===== src/rtl/bcd_seq_pkg.sv =====
// Shared types and constants for the sequential double-dabble binary-to-BCD converter.
package bcd_seq_pkg;

  typedef enum logic [1:0] {
    IDLE  = 2'd0,
    SHIFT = 2'd1,
    DONE  = 2'd2
  } bcd_seq_state_t;

  localparam int BCD_DIGIT_W = 4;
  localparam int ADD3_THRESH = 5;

  // ceil(w * log10(2)) in integer arithmetic; log10(2) ~= 0.30103.
  function automatic int digits_for_width(int w);
    return (w * 30103 + 99999) / 100000;
  endfunction

endpackage


===== src/rtl/bcd_add3_digit.sv =====
// One double-dabble correction cell: a BCD digit of 5 or more gets +3 (wraps modulo 16).
module bcd_add3_digit
  import bcd_seq_pkg::*;
(
  input  logic [BCD_DIGIT_W-1:0] digit,
  output logic [BCD_DIGIT_W-1:0] corrected
);

  always_comb begin
    if (digit >= BCD_DIGIT_W'(ADD3_THRESH)) begin
      corrected = digit + BCD_DIGIT_W'(3);
    end else begin
      corrected = digit;
    end
  end

endmodule


===== src/rtl/bcd_dabble_sequencer.sv =====
// Binary-to-BCD converter running one add-3/shift iteration per clock on a shared datapath.
// Optional leading-zero blanking enables (digit_en port) when BCD_SEQ_LZB_EN is defined.
module bcd_dabble_sequencer
  import bcd_seq_pkg::*;
#(
  parameter int BIN_W  = 8,
  parameter int DIGITS = 3
) (
  input  logic                          clk,
  input  logic                          rst,
  input  logic                          in_valid,
  output logic                          in_ready,
  input  logic [BIN_W-1:0]              in_bin,
  output logic                          out_valid,
  input  logic                          out_ready,
  output logic [BCD_DIGIT_W*DIGITS-1:0] out_bcd,
  output logic                          busy,
`ifdef BCD_SEQ_LZB_EN
  output logic [DIGITS-1:0]             digit_en,
`endif
  output bcd_seq_state_t                dbg_state
);

  localparam int BCD_W = BCD_DIGIT_W * DIGITS;
  localparam int SCR_W = BCD_W + BIN_W;
  localparam int CNT_W = $clog2(BIN_W + 1);

  if (BIN_W < 1) begin : g_bad_width
    $error("bcd_dabble_sequencer: BIN_W must be >= 1");
  end
  if (DIGITS < digits_for_width(BIN_W)) begin : g_bad_digits
    $error("bcd_dabble_sequencer: DIGITS too small for BIN_W");
  end

  // Handshakes: a transfer happens on a rising edge where valid && ready are both high.
  // in_ready is high only in IDLE; out_valid is held with out_bcd stable until out_ready.

  bcd_seq_state_t    state;
  logic [CNT_W-1:0]  cnt;
  logic [SCR_W-1:0]  scratch;
  logic [BCD_W-1:0]  digits_corr;
  logic [SCR_W-1:0]  corrected;
  logic [SCR_W-1:0]  shifted;
  logic [BCD_W-1:0]  shifted_bcd;
  logic              last_iter;

  for (genvar i = 0; i < DIGITS; i++) begin : g_digit
    bcd_add3_digit u_add3 (
      .digit     (scratch[BIN_W + BCD_DIGIT_W*i +: BCD_DIGIT_W]),
      .corrected (digits_corr[BCD_DIGIT_W*i +: BCD_DIGIT_W])
    );
  end

  // Correction is applied to the digit field first, then the whole scratch shifts left.
  assign corrected   = {digits_corr, scratch[BIN_W-1:0]};
  assign shifted     = {corrected[SCR_W-2:0], 1'b0};
  assign shifted_bcd = shifted[SCR_W-1 -: BCD_W];
  assign last_iter   = (cnt == CNT_W'(BIN_W - 1));
  assign dbg_state   = state;

`ifdef BCD_SEQ_LZB_EN
  logic [DIGITS-1:0] digit_en_next;
  logic              lzb_seen;

  // A digit is shown if it or any more significant digit is nonzero; ones always shown.
  always_comb begin
    digit_en_next = '0;
    lzb_seen      = 1'b0;
    for (int i = DIGITS - 1; i >= 0; i--) begin
      lzb_seen         = lzb_seen | (shifted_bcd[BCD_DIGIT_W*i +: BCD_DIGIT_W] != '0);
      digit_en_next[i] = lzb_seen;
    end
    digit_en_next[0] = 1'b1;
  end
`endif

  always_ff @(posedge clk) begin
    if (rst) begin
      state     <= IDLE;
      in_ready  <= 1'b1;
      out_valid <= 1'b0;
      out_bcd   <= '0;
      busy      <= 1'b0;
      cnt       <= '0;
      scratch   <= '0;
`ifdef BCD_SEQ_LZB_EN
      digit_en  <= DIGITS'(1);
`endif
    end else begin
      case (state)
        IDLE: begin
          if (in_valid) begin
            scratch  <= {{BCD_W{1'b0}}, in_bin};
            cnt      <= '0;
            state    <= SHIFT;
            in_ready <= 1'b0;
            busy     <= 1'b1;
          end
        end
        SHIFT: begin
          scratch <= shifted;
          cnt     <= cnt + CNT_W'(1);
          if (last_iter) begin
            state     <= DONE;
            out_valid <= 1'b1;
            out_bcd   <= shifted_bcd;
`ifdef BCD_SEQ_LZB_EN
            digit_en  <= digit_en_next;
`endif
          end
        end
        DONE: begin
          if (out_ready) begin
            state     <= IDLE;
            out_valid <= 1'b0;
            in_ready  <= 1'b1;
            busy      <= 1'b0;
          end
        end
        default: begin
          state     <= IDLE;
          in_ready  <= 1'b1;
          out_valid <= 1'b0;
          busy      <= 1'b0;
        end
      endcase
    end
  end

endmodule

===== config.mk =====
export PLATFORM = sky130hd
export DESIGN_NAME = bcd_dabble_sequencer
export DESIGN_NICKNAME = d
export VERILOG_FILES = /design/src/rtl/bcd_seq_pkg.sv /design/src/rtl/bcd_add3_digit.sv /design/src/rtl/bcd_dabble_sequencer.sv
export SDC_FILE = /design/constraint.sdc
export NUM_CORES = 1
export LEC_CHECK = 0
export CORE_MARGIN = 4
export CORE_UTILIZATION = 53
export CTS_CLUSTER_SIZE = 28
export DETAILED_ROUTE_END_ITERATION = 8
export PLACE_DENSITY = 0.78
export SYNTH_ARGS = -nofsm -noshare
export SYNTH_HDL_FRONTEND = slang
export SYNTH_SLANG_ARGS = --single-unit

===== constraint.sdc =====
create_clock -name clk -period 1.8 [get_ports clk]
set_clock_uncertainty 0.1 [all_clocks]
set_input_delay 0.36 -clock clk [delete_from_list [all_inputs] [get_ports clk]]
set_output_delay 0.36 -clock clk [all_outputs]
set_load 0.05 [all_outputs]

==> out/results.tsv <==
metric	value	unit
Post-synth ARST share	0	%
max cap viols	0	
initial antenna violation count	0	
Residual DRC	0	
actual slew at the worst max-slew pin	424.9	ps
Leak	0.9118	nW
clk root buf	clkbuf_8	
critical path endpoint category	register	
TritonCTS Buffers	5	
final core occ	69.87	%
clock transition at the registers of the reported paths	70	ps
Die H	68.41	um
DP Wirelength	2881	um
Stages on worst setup path	6	
Rows	21	
mapped cell area	1934	sq um
ys flop type	dfxtp_1	
Syn-to-layout area delta	24.32	%
worst-path fanout max	5	
Initial Util	56.20	%
share of cells above drive strength 1	19.23	%
sum of negative setup slack	0	ps
origin of the critical flop-to-flop path	scratch[12]	
Die ar.	4680	sq um
highest clock rate	607.1	MHz
pin count of the biggest net entering global routing	19	
Die W	68.41	um
post-DR wirelength/cell	13.68	um
Pwr per Cell Area	793.8	nW/um^2
slowest stage delay, CP	370	ps
combinational share of power	10.3	%
fin crit share	91.51	%
sequential power share	49.8	%
Reg2Reg Depth	6	
GRT Util Overall	20.43	%
Cells after Synth	229	
core box area	3442	sq um
post-synth cell types	31	
RSZ-0062 raised after global routing	no	
slowest CP cell	mux2_2	
Slew HR	71.57	%
# clock sinks	41	
Remaining Overflow, GRT	0	
clock share of power	40.0	%
Hold Slack	385.0	ps
switching power	0.4363	mW
worst-path cell chain	inv_1 -> ha_2 -> nand2b_1 -> a21oi_2 -> mux2_2 -> o22ai_1	
kind of critical path	reg2reg	
H-tree levels	2	
vias post-DR	1700	
Final nets	278	
ANT nets after route	0	
Synthesized Nets	248	
Clk Latency, worst-skew pair	290	ps
Warnings, synthesis	0	
Post-CTS Repair Setup Buffers	0	
Hold Path Origin	out_valid	
routed wire length	4187	um
DRT Pass-1 Iters	4	
vias in the first global route	1601	
CP Data Arrival Time	1770	ps
CTS max path bufs	2	
hold depth	2	
diode count	0	
Worst setup SP type	register	
first-pass GRT wire length	7120	um
port bufs	28	
final hold vios	0	
routability cong.	0.7654	
Final Instance Area	2405	sq um
post-synthesis sequential area ratio	42.43	%
Post-DP Area	2270	sq um
WP data required	1920	ps
Crit. Startpoint	scratch[12]	
number of synthesized flops with an enable pin	0	
Buf+Inv Stages, Crit Path	1	
IO Count	29	
outcome	finished, final reports clean	
FF+latch count, synth	41	
post-CTS sizing	0	
Total Power	1.909	mW
min Tclk post-route	1647	ps
post-DR vias/cell	5.556	
Final Setup Violations	0	
max-slew violations	0	
Switching Share	22.86	%
hold buffers post-CTS	0	
HP Class	reg2reg	
CTS tree	yes	
initial DRC count	125	
worst vdd ir	590.3	uV
family with the most delay on the worst path	multiplexers	
syn avg cell area	8.447	sq um
Power Internal	1.473	mW
[cell usage in the layout (no fill, tap or decap), types with 4 or more instances in the layout]
master,count
nor2_1,41
dfxtp_1,41
buf_4,25
a21oi_1,23
inv_1,12
nand2b_1,12
o21ai_0,11
clkdlybuf4s50_1,11
o22ai_1,7
clkbuf_8,6
a211oi_1,5
o32ai_1,5
mux2_2,4
nand3b_1,4
nor3b_1,4
nand3_1,4
nor3_1,4
o221a_2,4
ha_1,4
[cell families after synthesis]
kind of cell               Yosys count  synth area share, %
and+or+nand+nor                     78                20.12
AOI/OAI and AO/OA                   67                22.25
DFF                                 41                42.43
buffers and inverters               28                6.468
adders and majority gates            7                4.528
muxes                                5                2.846
xor gates and xnor gates             3                1.359
[area by class of cell]
class	instances	area, sq um
clock inverter	1	30.03
timing repair buffer	39	357.8
fill	286	1037
clock buffer	7	86.33
sequential	41	820.8
tap	46	57.56
multi-input combinational	160	1007
inverter	12	45.04
[synthesized netlist by cell type (2+ instances only)]
cell type | instances | area share [%]
a2111oi_0 | 3 | 1.4
a211oi_1 | 5 | 1.9
a21oi_1 | 26 | 6.7
a22oi_1 | 3 | 1.2
a2bb2oi_1 | 2 | 0.91
and4b_1 | 2 | 1.0
buf_2 | 7 | 1.8
clkbuf_1 | 7 | 1.4
dfxtp_1 | 41 | 42
ha_1 | 7 | 4.5
inv_1 | 12 | 2.3
mux2_2 | 4 | 2.3
nand2_1 | 3 | 0.58
nand2b_1 | 12 | 3.9
nand3_1 | 4 | 1.0
nand3b_1 | 4 | 1.6
nor2_1 | 41 | 8.0
nor2b_1 | 2 | 0.65
nor3_1 | 4 | 1.0
nor3b_1 | 4 | 1.6
o21ai_0 | 11 | 2.8
o221a_2 | 4 | 2.3
o22ai_1 | 7 | 2.3
o32ai_1 | 5 | 2.3
xnor2_1 | 3 | 1.4
[power by group through the flow]
stage               Sequential (mW)  Clock [mW]  Combinational (mW)
floorplan                     0.988           0               0.105
global placement              0.970           0               0.193
finish                        0.950       0.763               0.196
global route                  0.953       0.817               0.217
detailed placement            0.971           0               0.195
CTS                           0.949       0.776               0.197
[layer usage]
| layer | wire, um | GRT usage (%) | share of wire, % | vias to the layer above |
|---|---|---|---|---|
| met5 | 0 | 0 | 0 | - |
| li1 | - | - | - | 860 |
| met3 | 125 | 4.269 | 3.0 | 12 |
| met4 | 113 | 10.17 | 2.7 | 0 |
| met2 | 2018 | 31.70 | 48 | 24 |
| met1 | 1931 | 26.64 | 46 | 804 |
[registers in the layout, indices dropped and copies added (netlist names)]
signal / cells
busy: 1
scratch: 20
in_ready: 1
cnt: 4
out_bcd: 12
out_valid: 1
dbg_state: 2
[final timing paths]
check | to | slack, ps
hold / removal | out_valid | 380
setup reg to reg | out_bcd[6] | 150
hold reg to reg | out_valid | 380
setup / recovery | out_bcd[6] | 150
[through the flow]
stage	cells	setup WS, ps
global placement	298	22.84
detailed placement	298	13.21
global route	306	22.95
floorplan	229	78.54
CTS	306	69.90
finish	306	152.7
[worst min-delay path, stage by stage (launching register included)]
cell and delay, ps:
dfxtp_1 320, nand2_1 60, a21oi_1 60
No activity file was read; power rests on OpenSTA's default activity.
